File: config.mk
export PLATFORM = sky130hd
export DESIGN_NAME = snn_load_ctrl_flat
export DESIGN_NICKNAME = d
export VERILOG_FILES = /design/src/rtl/snn_load_ctrl_if.sv /design/src/rtl/snn_load_ctrl.sv /design/src/flat_wrapper.sv
export SDC_FILE = /design/constraint.sdc
export NUM_CORES = 1
export LEC_CHECK = 0
export ABC_AREA = 1
export BUFFER_PORTS_ARGS = -buffer_cell sky130_fd_sc_hd__buf_2
export CAP_MARGIN = 25
export CORE_UTILIZATION = 41
export DETAILED_ROUTE_END_ITERATION = 16
export GPL_TIMING_DRIVEN = 0
export RECOVER_POWER = 25
export SYNTH_ARGS = -nofsm -noshare
export SYNTH_HDL_FRONTEND = slang
export SYNTH_SLANG_ARGS = --single-unit
File: constraint.sdc
create_clock -name clk -period 1.55 [get_ports clk]
set_clock_uncertainty 0.1 [all_clocks]
set_input_delay 0.2325 -clock clk [delete_from_list [all_inputs] [get_ports clk]]
set_output_delay 0.2325 -clock clk [all_outputs]
set_load 0.01 [all_outputs]
File: src/rtl/snn_load_ctrl_if.sv
`default_nettype none
// ============================================================================
// Module   : snn_load_ctrl_if
// Function : Bundle of the loader's rx, input-RAM, snn_core and result signals.
// Revision : 1.0
// ============================================================================
interface snn_load_ctrl_if #(
  parameter int ADDR_W = 10,
  parameter int BYTE_W = 8
);
  logic              rx_rdy;
  logic [BYTE_W-1:0] rx_data;
  logic [ADDR_W-1:0] core_addr;
  logic [ADDR_W-1:0] ram_addr;
  logic              ram_data;
  logic              ram_we;
  logic              snn_start;
  logic              snn_done;
  logic [3:0]        snn_digit;
  logic              busy;
  logic              result_vld;
  logic [3:0]        result_digit;
  logic              result_ack;
  logic              overrun;
  logic              timeout_err;

  // The loader itself sits on the slave side.
  modport slave (
    input  rx_rdy, rx_data, core_addr, snn_done, snn_digit, result_ack,
    output ram_addr, ram_data, ram_we, snn_start, busy, result_vld,
           result_digit, overrun, timeout_err
  );

  modport master (
    output rx_rdy, rx_data, core_addr, snn_done, snn_digit, result_ack,
    input  ram_addr, ram_data, ram_we, snn_start, busy, result_vld,
           result_digit, overrun, timeout_err
  );
endinterface
`default_nettype wire

File: src/rtl/snn_load_ctrl.sv
`default_nettype none
// ============================================================================
// Module   : snn_load_ctrl
// Function : Unpacks received pixel bytes into the input RAM, starts snn_core,
//            latches its digit. Optional watchdog enabled by SNN_TIMEOUT_EN.
// Revision : 1.0
// ============================================================================
module snn_load_ctrl #(
  parameter int NUM_PIXELS  = 784,
  parameter int ADDR_W      = 10,
  parameter int BYTE_W      = 8,
  parameter int TIMEOUT_CYC = 1048576
) (
  input wire             clk,
  input wire             rst_n,
  snn_load_ctrl_if.slave bus
);

  localparam int                  c_CNT_W    = $clog2(BYTE_W) + 1;
  localparam logic [c_CNT_W-1:0]  c_LAST_BIT = c_CNT_W'(BYTE_W - 1);
  localparam logic [ADDR_W-1:0]   c_LAST_PIX = ADDR_W'(NUM_PIXELS - 1);

  if ((NUM_PIXELS % BYTE_W) != 0 || NUM_PIXELS > (1 << ADDR_W) || TIMEOUT_CYC < 2)
  begin : g_param_check
    $error("snn_load_ctrl: illegal parameter combination");
  end

  typedef enum logic [2:0] {
    S_IDLE      = 3'd0,
    S_UNPACK    = 3'd1,
    S_WAIT_BYTE = 3'd2,
    S_START     = 3'd3,
    S_COMPUTE   = 3'd4,
    S_RESULT    = 3'd5
  } state_t;

  state_t              r_state;
  logic [ADDR_W-1:0]   r_pix_cnt;
  logic [c_CNT_W-1:0]  r_bit_cnt;
  logic [BYTE_W-1:0]   r_shreg;
  logic                r_done_q;
  logic                r_ram_we;
  logic                r_snn_start;
  logic                r_busy;
  logic                r_result_vld;
  logic [3:0]          r_result_digit;
  logic                r_overrun;
  logic                w_done_rise;
  logic                w_wd_hit;

  assign w_done_rise = bus.snn_done & ~r_done_q;

  // r_ram_we is high exactly while unpacking, so it also selects the address owner.
  assign bus.ram_addr     = r_ram_we ? r_pix_cnt : bus.core_addr;
  assign bus.ram_data     = r_ram_we & r_shreg[0];
  assign bus.ram_we       = r_ram_we;
  assign bus.snn_start    = r_snn_start;
  assign bus.busy         = r_busy;
  assign bus.result_vld   = r_result_vld;
  assign bus.result_digit = r_result_digit;
  assign bus.overrun      = r_overrun;

  always_ff @(posedge clk or negedge rst_n) begin
    if (!rst_n) begin
      r_state        <= S_IDLE;
      r_pix_cnt      <= '0;
      r_bit_cnt      <= '0;
      r_shreg        <= '0;
      r_done_q       <= 1'b0;
      r_ram_we       <= 1'b0;
      r_snn_start    <= 1'b0;
      r_busy         <= 1'b0;
      r_result_vld   <= 1'b0;
      r_result_digit <= 4'd0;
      r_overrun      <= 1'b0;
    end else begin
      r_done_q    <= bus.snn_done;
      r_snn_start <= 1'b0;
      case (r_state)
        S_IDLE, S_WAIT_BYTE: begin
          if (bus.rx_rdy) begin
            r_shreg   <= bus.rx_data;
            r_bit_cnt <= '0;
            r_ram_we  <= 1'b1;
            r_busy    <= 1'b1;
            r_state   <= S_UNPACK;
          end else if (w_wd_hit) begin
            r_pix_cnt <= '0;
            r_busy    <= 1'b0;
            r_state   <= S_IDLE;
          end
        end
        S_UNPACK: begin
          r_shreg   <= r_shreg >> 1;
          r_pix_cnt <= r_pix_cnt + 1'b1;
          r_bit_cnt <= r_bit_cnt + 1'b1;
          if (bus.rx_rdy) r_overrun <= 1'b1;
          if (r_bit_cnt == c_LAST_BIT) begin
            r_ram_we <= 1'b0;
            if (r_pix_cnt == c_LAST_PIX) begin
              r_snn_start <= 1'b1;
              r_state     <= S_START;
            end else begin
              r_state <= S_WAIT_BYTE;
            end
          end
        end
        S_START: begin
          r_pix_cnt <= '0;
          if (bus.rx_rdy) r_overrun <= 1'b1;
          r_state <= S_COMPUTE;
        end
        S_COMPUTE: begin
          if (bus.rx_rdy) r_overrun <= 1'b1;
          if (w_done_rise) begin
            r_result_digit <= bus.snn_digit;
            r_result_vld   <= 1'b1;
            r_busy         <= 1'b0;
            r_state        <= S_RESULT;
          end else if (w_wd_hit) begin
            r_pix_cnt <= '0;
            r_busy    <= 1'b0;
            r_state   <= S_IDLE;
          end
        end
        S_RESULT: begin
          // Acknowledge wins over a coincident byte: it is dropped without flagging overrun.
          if (bus.result_ack) begin
            r_result_vld <= 1'b0;
            r_overrun    <= 1'b0;
            r_state      <= S_IDLE;
          end else if (bus.rx_rdy) begin
            r_overrun <= 1'b1;
          end
        end
        default: r_state <= S_IDLE;
      endcase
    end
  end

`ifdef SNN_TIMEOUT_EN
  localparam int                c_WD_W    = $clog2(TIMEOUT_CYC);
  localparam logic [c_WD_W-1:0] c_WD_LAST = c_WD_W'(TIMEOUT_CYC - 1);

  logic [c_WD_W-1:0] r_wd_cnt;
  logic              r_timeout_err;
  logic              w_wd_run;

  // Leaving the watched states clears the count, so every entry starts from zero.
  assign w_wd_run = (r_state == S_WAIT_BYTE) || (r_state == S_COMPUTE);
  assign w_wd_hit = w_wd_run && !bus.rx_rdy && (r_wd_cnt == c_WD_LAST) &&
                    !((r_state == S_COMPUTE) && w_done_rise);
  assign bus.timeout_err = r_timeout_err;

  always_ff @(posedge clk or negedge rst_n) begin
    if (!rst_n) begin
      r_wd_cnt      <= '0;
      r_timeout_err <= 1'b0;
    end else begin
      if (!w_wd_run || bus.rx_rdy) r_wd_cnt <= '0;
      else                         r_wd_cnt <= r_wd_cnt + 1'b1;
      if (w_wd_hit)
        r_timeout_err <= 1'b1;
      else if ((r_state == S_RESULT && bus.result_ack) ||
               (r_state == S_IDLE && bus.rx_rdy))
        r_timeout_err <= 1'b0;
    end
  end
`else
  assign w_wd_hit        = 1'b0;
  assign bus.timeout_err = 1'b0;
`endif

endmodule
`default_nettype wire

File: src/flat_wrapper.sv
// flat-port wrapper written by rule: the top's interface ports become plain ports
module snn_load_ctrl_flat 
#(
  parameter int NUM_PIXELS  = 784,
  parameter int ADDR_W      = 10,
  parameter int BYTE_W      = 8,
  parameter int TIMEOUT_CYC = 1048576
)
  (clk, rst_n, bus_rx_rdy, bus_rx_data, bus_core_addr, bus_snn_done, bus_snn_digit, bus_result_ack, bus_ram_addr, bus_ram_data, bus_ram_we, bus_snn_start, bus_busy, bus_result_vld, bus_result_digit, bus_overrun, bus_timeout_err);
  snn_load_ctrl_if #(.ADDR_W(ADDR_W), .BYTE_W(BYTE_W)) bus_i ();
  input wire clk;
  input wire rst_n;
  input wire logic [$bits(bus_i.rx_rdy)-1:0] bus_rx_rdy;
  input wire logic [$bits(bus_i.rx_data)-1:0] bus_rx_data;
  input wire logic [$bits(bus_i.core_addr)-1:0] bus_core_addr;
  input wire logic [$bits(bus_i.snn_done)-1:0] bus_snn_done;
  input wire logic [$bits(bus_i.snn_digit)-1:0] bus_snn_digit;
  input wire logic [$bits(bus_i.result_ack)-1:0] bus_result_ack;
  output wire logic [$bits(bus_i.ram_addr)-1:0] bus_ram_addr;
  output wire logic [$bits(bus_i.ram_data)-1:0] bus_ram_data;
  output wire logic [$bits(bus_i.ram_we)-1:0] bus_ram_we;
  output wire logic [$bits(bus_i.snn_start)-1:0] bus_snn_start;
  output wire logic [$bits(bus_i.busy)-1:0] bus_busy;
  output wire logic [$bits(bus_i.result_vld)-1:0] bus_result_vld;
  output wire logic [$bits(bus_i.result_digit)-1:0] bus_result_digit;
  output wire logic [$bits(bus_i.overrun)-1:0] bus_overrun;
  output wire logic [$bits(bus_i.timeout_err)-1:0] bus_timeout_err;
  assign bus_i.rx_rdy = bus_rx_rdy;
  assign bus_i.rx_data = bus_rx_data;
  assign bus_i.core_addr = bus_core_addr;
  assign bus_i.snn_done = bus_snn_done;
  assign bus_i.snn_digit = bus_snn_digit;
  assign bus_i.result_ack = bus_result_ack;
  assign bus_ram_addr = bus_i.ram_addr;
  assign bus_ram_data = bus_i.ram_data;
  assign bus_ram_we = bus_i.ram_we;
  assign bus_snn_start = bus_i.snn_start;
  assign bus_busy = bus_i.busy;
  assign bus_result_vld = bus_i.result_vld;
  assign bus_result_digit = bus_i.result_digit;
  assign bus_overrun = bus_i.overrun;
  assign bus_timeout_err = bus_i.timeout_err;
  snn_load_ctrl #(.NUM_PIXELS(NUM_PIXELS), .ADDR_W(ADDR_W), .BYTE_W(BYTE_W), .TIMEOUT_CYC(TIMEOUT_CYC)) u_core (.clk(clk), .rst_n(rst_n), .bus(bus_i));
endmodule
### After elaboration in Yosys (flattened, before gate mapping)

Cells that the tools add are included.

* div/mod/pow operators: 0
* eq/ne operators: 11
* bitwise gates (word level): 3
* shift-type cells: 0
* multipliers: 0
* reductions and logical operators: 14
* magnitude comparators: 0
* $add $sub $neg: 2
* multiplexer cells: 26

Operators by type and width (count)
* $pmux 10 s2: 1
* $pmux 8 s2: 1
* $pmux 3 s5: 1
* $mux 3: 4
* $mux 1: 11
* $add 10x1->10 const B: 1
* $eq 10x10->1 const B: 1
* $mux 10: 1
* $reduce_bool 2->1: 5
* $reduce_and 3->1: 3
* $mux 8: 1
* $pmux 1 s2: 4
* $pmux 4 s2: 1
* $eq 3x2->1 const B: 2
* $eq 3x3->1 const B: 2
* $add 4x1->4 const B: 1
* $eq 4x3->1 const B: 1
* $mux 4: 1
* $ne 2x1->1 const B: 2
* $ne 2x2->1 const B: 2
* $reduce_and 2->1: 2
* $reduce_and 4->1: 1
* $eq 3x1->1 const B: 1
* $logic_not 3->1: 1
* other kinds (4): 5

* memory bits (read-only): 0
* bits in writable memories: 0
* logic and storage cells: 67
* latch bits: 0
* memories kept: 0
* flip-flop bits (word level): 35

### Longest topological paths before layout

Gate-level depths: netlist (run 1).

* depth in word-level cells: 4
* gate-level depth with buffers: 9
* mapped depth without buffers: 8

### Worst setup path before layout (run 1)

OpenSTA, ideal clock, no wires.

* path kind: register to output
* from: register u_core.r_ram_we (netlist: u_core.bus.ram_we)
* to: output port bus_ram_addr[7]
* stages on the path, launching flop included: 4
* data required time: 1.217 ns
* path buffers: 1
* setup slack: 0.267 ns
* data arrival time: 0.950 ns
* cell sequence: dfrtp_1 inv_1 clkbuf_1 o21ai_0

* word-level cells in the longest chain between the ends: 1

RTL lines
* start, declared: line snn_load_ctrl.sv:42 `logic r_ram_we;`
* start signal, assigned: line snn_load_ctrl.sv:70 `r_ram_we <= 1'b0;`
* start signal, assigned: line snn_load_ctrl.sv:84 `r_ram_we <= 1'b1;`
* start signal, assigned: line snn_load_ctrl.sv:99 `r_ram_we <= 1'b0;`
* $mux 10: line snn_load_ctrl.sv:54 `assign bus.ram_addr = r_ram_we ? r_pix_cnt : bus.core_addr;`
* end, declared: line flat_wrapper.sv:19 `output wire logic [$bits(bus_i.ram_addr)-1:0] bus_ram_addr;`

Every way passes these cells.

### Worst setup path in the final report (run 1)

* from: register u_core.r_ram_we (netlist: u_core.bus.ram_we)
* to: output port bus_ram_addr[5]

The elaborated chain is that of the path after synthesis.

==> Implementation_results.wiki, run 1 <==
{| class="wikitable"
! Metric !! Value
|-
| DRC violations left || 0
|-
| Setup repair after global routing missed its margin || yes
|-
| Crit. End Element || primary output
|-
| Launch point of the critical path || u_core.bus.ram_we
|-
| Part of the total power dissipated in combinational logic || 0.470
|-
| Startpoint of the most critical hold path || bus_rx_data[7]
|-
| IO Pins || 48
|-
| Global-route usage over all layers || 0.1871
|-
| Post-placement cell area || ~2200 um^2
|-
| Post-synthesis sequential area ratio || 0.4645
|-
| Run status || completed
|-
| Mapped Avg Cell Area || 7.337 um^2
|-
| Sequential group share of total power || 0.366
|-
| Growth of design area from synthesis to finish || 26.54%
|-
| Y dimension of the die || 69.82 um
|-
| Number of standard cells in the final layout excluding fillers || 368
|-
| Clock power frac || 0.164
|-
| First DRT Iteration DRCs || 63
|-
| Worst min-delay path endpoint || u_core.r_shreg[7]
|-
| Fillers || between 400 and 500
|-
| Antenna violations before repair || 0
|-
| Largest fanout on the critical path || 5
|-
| Antenna Nets Post-Route || 0
|-
| Worst EP required || 1220 ps
|-
| Number of buffers inserted during clock tree synthesis || 5
|-
| Number of H-tree levels || 2
|-
| Synth Cell Area || 1886 um^2
|-
| Max-Cap Viols || 0
|-
| Starting Density || 0.4301
|-
| Die Wd || 69.82 um
|-
| First-pass GRT wire length || between 7 and 8 mm
|-
| Max-slew violation count || 0
|-
| Post-CTS clock slew at the launch and capture registers of the worst setup and hold paths || 70 ps
|-
| Placed instance count || approximately 360
|-
| Leading cell types by total area after synthesis || sky130_fd_sc_hd__dfrtp_1 (46%), sky130_fd_sc_hd__nand2_1 (20%), sky130_fd_sc_hd__nand3_1 (5.3%)
|-
| Number of detailed-routing iterations run before antenna repair || 4
|-
| Net count of the finished layout || 344
|-
| Top delay family on crit path || buffers and inverters
|-
| Total leakage power || about 1.3 nW
|-
| Final Hold Vio Count || 0
|-
| Core area || 4384 um^2
|-
| Pint || 2.266 mW
|-
| Crit Path Category || register to primary output
|-
| Sw frac || 0.4197
|-
| Largest net degree at the start of global routing || 36
|-
| Final routed wire length divided by cell count || 11.37 um
|-
| Reg2reg end || u_core.bus.busy
|-
| Post-synthesis sequential element count || 35
|-
| Data arrival time of the critical path || 1220 ps
|-
| Clock tree from TritonCTS || yes
|-
| Crit-path max cell delay || 420 ps
|-
| Cell count of the worst hold path || 3
|-
| Power density relative to cell area || 1637 nW/um^2
|-
| Vias per std cell || 4.723
|-
| Sw Pwr || approximately 1.6 mW
|-
| Sinks on Clock Net || 35
|-
| Overall routed net length || 4.184 mm
|-
| Most common cell after layout, fill and taps aside || sky130_fd_sc_hd__nand2_1
|-
| Kind of start point of the critical path || register
|-
| Syn Inst Count || around 260
|-
| Top library cells by usage in the layout, fill and taps aside || sky130_fd_sc_hd__nand2_1 (90), sky130_fd_sc_hd__buf_2 (36), sky130_fd_sc_hd__dfrtp_1 (35)
|-
| Setup violations, final || 0
|-
| Reg2Reg Setup Slack || 140 ps
|-
| Clock Tree Buf Depth || 2
|-
| Min-delay worst type || input port to register
|-
| Site Rows || 24
|-
| Cell variety after synth || 26
|-
| Fraction of post-synthesis cell area in the top cell type by area || 0.4645
|-
| Biggest area consumer among synthesized cells || sky130_fd_sc_hd__dfrtp_1
|-
| Vias || 1738
|-
| Maximum vdd drop || between 800 and 900 uV
|-
| Insertion delay of the later-clocked pin in the worst-skew pair || around 290 ps
|-
| Placed wire-length estimate after detailed placement || 2.918 mm
|-
| N_diodes || 0
|-
| Global placer's final weighted congestion || 0.7872
|-
| Layout Cell Area excl Fill || 2386 um^2
|-
| TNS Setup || 0 ps
|-
| Crit-path cells || inv_4, clkbuf_16, nand2_2, o21ai_1, buf_2
|-
| Nets in the synthesized netlist || 286
|-
| Sum of buffers and inverters on the critical path || 3
|-
| Cell at the root of the clock tree || sky130_fd_sc_hd__clkbuf_8
|-
| Die outline area || 4874 um^2
|-
| Reg-to-reg startpoint || u_core.r_state[0]
|-
| IO buf count || 46
|-
| Slew at the pin closest to its max-slew limit || 797.8 ps
|-
| Maximum frequency from static timing analysis || 645.6 MHz
|-
| Fraction of the cycle the final worst path needs || 0.9993
|-
| Vias in the first global route || 1592
|-
| Share of cells above drive strength 1 || 0.2342
|-
| Overflow after GRT || 0
|-
| Worst rel slew slack || 0.4681
|-
| Final min period || 1549 ps
|-
| Count of cells along the worst register-to-register path || 7
|-
| Number of warnings printed during yosys synthesis || 0
|-
| Cell type of the slowest stage on the worst timing path || sky130_fd_sc_hd__dfrtp_1
|}
metal layers:
layer  wire, um  part of all wire  track usage
met1       2015              0.48       0.2348
met2       1934              0.46       0.3024
met3        145             0.035      0.04942
met4         89             0.021      0.08222
met5          0                 0            0
per-stage QoR:
stage / hold slack, ps / worst slack, ps / utilization / power (mW)
4_1_cts: 41.14 / 14.50 / 0.5268 / 3.892
3_5_place_dp: 266.4 / 73.66 / 0.4974 / 3.216
5_1_grt: 48.95 / -62.66 / 0.5442 / 4.264
2_1_floorplan: -163.1 / 267.2 / - / 2.706
6_report: 50.73 / 1.044 / 0.5442 / 3.906
3_3_place_gp: 262.9 / 79.51 / 0.4974 / 3.194
registers in the layout, summed over array words and instances, names as in the netlist:
signal	flops
u_core.bus.ram_we	1
u_core.r_bit_cnt	4
u_core.bus.overrun	1
u_core.bus.result_digit	4
u_core.bus.result_vld	1
u_core.r_done_q	1
u_core.r_shreg	8
u_core.bus.busy	1
u_core.bus.snn_start	1
u_core.r_state	3
u_core.r_pix_cnt	10
power groups by stage:
stage | registers [mW] | clock network, mW | logic, mW
5_1_grt | 1.46 | 0.699 | 2.10
3_3_place_gp | 1.43 | 0 | 1.76
6_report | 1.43 | 0.640 | 1.84
4_1_cts | 1.42 | 0.664 | 1.81
3_5_place_dp | 1.44 | 0 | 1.78
2_1_floorplan | 1.43 | 0 | 1.27
how the worst max path moves through the flow:
stage                                  to  cells past startpoint
after floorplan           bus_ram_addr[7]                      3
after global placement    bus_ram_addr[8]                      5
after detailed placement  bus_ram_addr[0]                      5
after CTS                 bus_ram_addr[7]                      5
after global routing      bus_ram_addr[5]                      5
final                     bus_ram_addr[5]                      5
cells by family (layout without fill, tap and decap cells):
group,after synthesis,after routing,share of synthesized area
adders and majority gates,2,2,0.01327
and+or+nand+nor,154,154,0.3484
DFF,35,35,0.4645
other,1,1,0.001989
AOI/OAI and AO/OA,28,28,0.07963
buffers and inverters,37,96,0.09223
timing repair:
item / in CTS / in global routing
setup endpoints to repair: 10 / 10
pin swaps: 0 / 1
endpoints found under the hold margin: 36 / 0
cloned: 0 / 2
hold buffers: 2 / 0
gates resized for setup: 6 / 24
setup buffers: 1 / 0
cell usage after synthesis, drive strengths merged:
master and count:
a21oi 7, buf 5, clkbuf 2, conb 1, dfrtp 35, ha 2, inv 30, nand2 101
nand3 21, nand3b 1, nand4 2, nor2 26, nor3 3, o21ai 19, o22a 1, o31ai 1
layout make-up:
type,instances,area (um^2),area share
Tap cell,52,65.06,0.02727
Inverter,30,120.1,0.05034
Clock buffer,7,76.32,0.03199
Timing Repair Buffer,51,302.8,0.1269
Buffer,7,78.83,0.03304
Clock inverter,1,5.005,0.002098
Multi-Input combinational cell,185,862.1,0.3613
Sequential cell,35,875.8,0.3671
tightest hold or removal path, delay by kind of cell:
kind | cells | cell delay (ps)
buffers and inverters | 1 | 70
and+or+nand+nor | 2 | 100
Note: power is estimated with default switching activity, not from simulation.
==> inputs of run 2 (changes only) <==
==> constraint.sdc (replaced) <==
create_clock -name clk -period 1.9 [get_ports clk]
set_clock_uncertainty 0.1 [all_clocks]
set_input_delay 0.285 -clock clk [delete_from_list [all_inputs] [get_ports clk]]
set_output_delay 0.285 -clock clk [all_outputs]
set_load 0.01 [all_outputs]
==> Implementation_results.wiki, run 2 (same netlist as run 1, synthesis figures left out) <==
{| class="wikitable"
! Metric !! Value
|-
| Run status || completed
|-
| Net count of the finished layout || 339
|-
| Count of cells along the worst register-to-register path || 7
|-
| Starting Density || 0.4301
|-
| Worst-case setup margin in the final layout || ~220 ps
|-
| IO Pins || 48
|-
| Global placer's final weighted congestion || 0.7872
|-
| Overflow after GRT || 0
|-
| Total of cells resized after clock tree synthesis || 0
|-
| Y dimension of the die || ~70 um
|-
| Fraction of the cycle the final worst path needs || 0.8824
|-
| Maximum frequency from static timing analysis || 596.4 MHz
|-
| Crit. End Element || primary output
|-
| Global-route usage over all layers || 0.1868
|-
| Clock tree from TritonCTS || yes
|-
| Reg-to-reg startpoint || u_core.r_state[0]
|-
| Final routed wire length divided by cell count || 10.93 um
|-
| Final Hold Vio Count || 0
|-
| Max-Cap Viols || 0
|-
| Setup repair after global routing missed its margin || no
|-
| Antenna Nets Post-Route || 0
|-
| Number of H-tree levels || 2
|-
| First-pass GRT wire length || 7.134 mm
|-
| Crit Path Category || register to primary output
|-
| Largest fanout on the critical path || 10
|-
| Sinks on Clock Net || 35
|-
| Crit-path cells || inv_1, clkbuf_2, nand2_1, o21ai_0, buf_2
|-
| Share of cells above drive strength 1 || 0.2219
|-
| Reg2reg end || u_core.bus.busy
|-
| Setup Buffers After CTS || 0
|-
| Post-CTS clock slew at the launch and capture registers of the worst setup and hold paths || 70 ps
|-
| Min-delay worst type || input port to asynchronous set/reset pin
|-
| Die Wd || 69.82 um
|-
| Setup violations, final || 0
|-
| Insertion delay of the later-clocked pin in the worst-skew pair || roughly 290 ps
|-
| Largest net degree at the start of global routing || 36
|-
| Registers with the most flip-flops || u_core.r_pix_cnt x10, u_core.r_shreg x8
|-
| Cell type of the slowest stage on the worst timing path || sky130_fd_sc_hd__dfrtp_1
|-
| Vias || 1698
|-
| TNS Setup || 0 ps
|-
| Overall routed net length || roughly 4.0 mm
|-
| N_diodes || 0
|-
| Vias per std cell || between 4 and 5
|-
| Vias in the first global route || about 1600
|-
| Placed wire-length estimate after detailed placement || 2.918 mm
|-
| Final min period || 1677 ps
|-
| Most common cell after layout, fill and taps aside || sky130_fd_sc_hd__nand2_1
|-
| Top library cells by usage in the layout, fill and taps aside || sky130_fd_sc_hd__nand2_1 (99), sky130_fd_sc_hd__buf_2 (44), sky130_fd_sc_hd__dfrtp_1 (35)
|-
| Data arrival time of the critical path || roughly 1300 ps
|-
| Clock Tree Buf Depth || 2
|-
| Cell at the root of the clock tree || sky130_fd_sc_hd__clkbuf_8
|-
| Core area || 4384 um^2
|-
| Hold bufs inserted after CTS || 0
|-
| Worst EP required || roughly 1500 ps
|-
| Fillers || 461
|-
| Number of detailed-routing iterations run before antenna repair || 4
|-
| Worst rel slew slack || 0.4065
|-
| IO buf count || between 40 and 50
|-
| Die outline area || 4874 um^2
|-
| Crit-path max cell delay || 410 ps
|-
| Growth of design area from synthesis to finish || 20.04%
|-
| Maximum vdd drop || 661.1 uV
|-
| Register with the most flip-flops || u_core.r_pix_cnt
|-
| Reg2Reg Setup Slack || about 500 ps
|-
| First DRT Iteration DRCs || between 50 and 60
|-
| Slew at the pin closest to its max-slew limit || 890.2 ps
|-
| Flip-flop count of the largest register after layout || 10
|-
| Kind of start point of the critical path || register
|-
| Total leakage power || 1.257 nW
|-
| Site Rows || 24
|-
| Power density relative to cell area || 1375 nW/um^2
|-
| DRC violations left || 0
|-
| Number of buffers inserted during clock tree synthesis || 5
|-
| Max-slew violation count || 0
|-
| Dpl ws || approximately 370 ps
|-
| Min Hold Slack || slightly above 5 ps
|-
| Antenna violations before repair || 0
|}
## run 2: cell count changes in the layout (fill, tap and decap cells not counted), sizes merged
| cell | change |
|---|---|
| buf | +4 |
| clkbuf | -7 |
| dlygate4sd3 | -2 |
## run 2: layout make-up
type	instances	area (um^2)	area share
clock inverters	1	5.005	0.002211
plain buffers	7	58.81	0.02598
well taps	52	65.06	0.02875
inverters	30	117.6	0.05196
multi-input cells	185	835.8	0.3693
repair buffers	46	229.0	0.1012
clock buffers	7	76.32	0.03372
flip-flops and latches	35	875.8	0.3870
## run 2: worst max-delay path by stage
stage | startpoint | endpoint | slack [ps] | cells after the start
final | u_core.bus.ram_we | bus_ram_addr[7] | 220 | 5
after global routing | u_core.bus.ram_we | bus_ram_addr[7] | 50 | 5
after CTS | u_core.bus.ram_we | bus_ram_addr[6] | 50 | 5
after detailed placement | u_core.bus.ram_we | bus_ram_addr[0] | 370 | 5
after global placement | u_core.bus.ram_we | bus_ram_addr[8] | 380 | 5
after floorplan | u_core.bus.ram_we | bus_ram_addr[7] | 560 | 3
## run 2: critical path, delay by kind of cell (launching register included)
family                 cells  cell delay, ps
flip-flops                 1             410
buffers and inverters      3             460
AO/OA/AOI/OAI              1              70
AND/OR/NAND/NOR            1              70
## run 2: layer usage
metal,up-vias,global-route usage,part of all wire
met5,-,0,0
met4,0,0.08222,0.022
met3,8,0.04942,0.039
met2,37,0.3013,0.46
met1,747,0.2348,0.48
li1,906,-,-
## run 2: power breakdown
group,switching (mW),internal (mW)
clock network,0.269,0.257
registers,0.161,0.997
logic,0.877,0.551
## run 2: metrics by stage
stage               power (mW)  cells  utilization  cell area (um^2)
floorplan                2.207    257            -              1886
global placement         2.606    355       0.4974              2181
detailed placement       2.623    355       0.4974              2181
CTS                      3.158    363       0.5160              2262
global route             3.407    363       0.5163              2263
finish                   3.112    363       0.5163              2263
==> inputs of run 3 (changes only) <==
==> constraint.sdc (replaced) <==
create_clock -name clk -period 2.2 [get_ports clk]
set_clock_uncertainty 0.1 [all_clocks]
set_input_delay 0.33 -clock clk [delete_from_list [all_inputs] [get_ports clk]]
set_output_delay 0.33 -clock clk [all_outputs]
set_load 0.01 [all_outputs]
==> Implementation_results.wiki, run 3 (same netlist as run 1, synthesis figures left out) <==
{| class="wikitable"
! Metric !! Value
|-
| Run status || completed
|-
| TNS Setup || 0 ps
|-
| N_diodes || 0
|-
| Part of the total power dissipated in combinational logic || 0.459
|-
| Insertion delay of the later-clocked pin in the worst-skew pair || just under 300 ps
|-
| Share of cells above drive strength 1 || 0.2154
|-
| Data arrival time of the critical path || 1460 ps
|-
| Slew at the pin closest to its max-slew limit || 885.6 ps
|-
| Placed wire-length estimate after detailed placement || 2.918 mm
|-
| Worst EP required || 1770 ps
|-
| Overall routed net length || 3.963 mm
|-
| Final min period || between 1500 and 2000 ps
|-
| Crit. End Element || primary output
|-
| Sequential group share of total power || 0.372
|-
| Final routed wire length divided by cell count || 10.92 um
|-
| Largest fanout on the critical path || 10
|-
| Top library cells by usage in the layout, fill and taps aside || sky130_fd_sc_hd__nand2_1 (99), sky130_fd_sc_hd__buf_2 (44), sky130_fd_sc_hd__dfrtp_1 (35)
|-
| Register with the most flip-flops || u_core.r_pix_cnt
|-
| Fillers || 461
|-
| Kind of start point of the critical path || register
|-
| Die Wd || 69.82 um
|-
| Setup repair after global routing missed its margin || no
|-
| Number of buffers inserted during clock tree synthesis || 5
|-
| Net count of the finished layout || 339
|-
| Clock power frac || 0.169
|-
| Maximum vdd drop || about 570 uV
|-
| Starting Density || 0.4301
|-
| Clock Tree Buf Depth || 2
|-
| First-pass GRT wire length || 7.134 mm
|-
| Maximum frequency from static timing analysis || 530.1 MHz
|-
| Max-Cap Viols || 0
|-
| Overflow after GRT || 0
|-
| Sw Pwr || 1.129 mW
|-
| Power density relative to cell area || ~1200 nW/um^2
|-
| Final Hold Vio Count || 0
|-
| Count of cells along the worst register-to-register path || 7
|-
| Antenna violations before repair || 0
|-
| Crit Path Category || register to primary output
|-
| Y dimension of the die || approximately 70 um
|-
| Cell at the root of the clock tree || sky130_fd_sc_hd__clkbuf_8
|-
| IO Pins || 48
|-
| Largest net degree at the start of global routing || 36
|-
| Sw frac || 0.4203
|-
| Clock tree from TritonCTS || yes
|-
| Post-CTS clock slew at the launch and capture registers of the worst setup and hold paths || 70 ps
|-
| Most common cell after layout, fill and taps aside || sky130_fd_sc_hd__nand2_1
|-
| Die outline area || 4874 um^2
|-
| Number of H-tree levels || 2
|-
| Worst rel slew slack || 0.4096
|-
| Fraction of the cycle the final worst path needs || 0.8574
|-
| DRC violations left || 0
|-
| Final Core Density || 0.5157
|-
| Site Rows || 24
|-
| Number of detailed-routing iterations run before antenna repair || 4
|-
| Global-route usage over all layers || 0.1868
|-
| IO buf count || 46
|-
| Total power draw || 2.687 mW
|-
| Vias in the first global route || 1592
|-
| Global placer's final weighted congestion || 0.7872
|-
| Vias || 1705
|-
| Min-delay worst type || input port to asynchronous set/reset pin
|-
| Registers with the most flip-flops || u_core.r_pix_cnt x10, u_core.r_shreg x8
|-
| Setup violations, final || 0
|-
| Pint || 1.558 mW
|-
| Vias per std cell || about 4.7
|-
| First DRT Iteration DRCs || 49
|-
| Growth of design area from synthesis to finish || 19.91%
|-
| Setup Buffers After CTS || 0
|-
| Core area || 4384 um^2
|-
| Max-slew violation count || 0
|-
| Antenna Nets Post-Route || 0
|-
| Total of cells resized after clock tree synthesis || 0
|-
| Flip-flop count of the largest register after layout || 10
|-
| Sinks on Clock Net || 35
|-
| Hold bufs inserted after CTS || 0
|-
| Total leakage power || ~1.2 nW
|}
## run 3: cell counts in the layout (fill, tap and decap cells not counted)
No cell type changed its count.
## run 3: worst paths after layout
kind                       slack [ps]                         end                       start
max                               310             bus_ram_addr[6]           u_core.bus.ram_we
min                                50         u_core.r_pix_cnt[1]                       rst_n
max reg2reg                       800             u_core.bus.busy           u_core.r_state[0]
min reg2reg                       380  u_core.bus.result_digit[2]  u_core.bus.result_digit[2]
max in group asynchronous        1390             u_core.bus.busy                       rst_n
min in group clk                   80             u_core.r_done_q                bus_snn_done
## run 3: per-stage QoR
| stage | hold slack (ps) | setup slack (ps) | area (um^2) | std cells |
|---|---|---|---|---|
| 2_1_floorplan | -65.59 | 819.7 | 1886 | 257 |
| 3_3_place_gp | 354.1 | 632.0 | 2181 | 355 |
| 3_5_place_dp | 358.3 | 626.2 | 2181 | 355 |
| 4_1_cts | 61.12 | 300.7 | 2262 | 363 |
| 5_1_grt | 71.13 | 92.84 | 2261 | 363 |
| 6_report | 48.94 | 313.7 | 2261 | 363 |
## run 3: cell type report
class | instances | area, um^2 | area share
Timing Repair Buffer | 46 | 229.0 | 0.1013
Clock inverter | 1 | 5.005 | 0.002214
Tap cell | 52 | 65.06 | 0.02878
Sequential cell | 35 | 875.8 | 0.3874
Inverter | 30 | 117.6 | 0.05202
Clock buffer | 7 | 76.32 | 0.03376
Multi-Input combinational cell | 185 | 835.8 | 0.3697
Buffer | 7 | 56.30 | 0.02490
## run 3: worst max-delay path: stages (launching register included)
cell                       delay [ps]
sky130_fd_sc_hd__dfrtp_1          420
sky130_fd_sc_hd__inv_1             80
sky130_fd_sc_hd__clkbuf_1         350
sky130_fd_sc_hd__nand2_1           90
sky130_fd_sc_hd__o21ai_0           80
sky130_fd_sc_hd__buf_2            150
## run 3: power by group through the flow
| stage | clock, mW | sequential [mW] | combinational (mW) |
|---|---|---|---|
| finish | 0.454 | 1.00 | 1.23 |
| global route | 0.493 | 1.03 | 1.42 |
| CTS | 0.468 | 1.00 | 1.26 |
| detailed placement | 0 | 1.01 | 1.25 |
| global placement | 0 | 1.01 | 1.24 |
| floorplan | 0 | 1.01 | 0.898 |
## run 3: routing by layer
metal,up-vias,track usage,routed length (um)
met5,-,0,0
met4,0,0.08222,89
met3,8,0.04942,171
met2,39,0.3013,1803
met1,752,0.2348,1898
li1,906,-,-
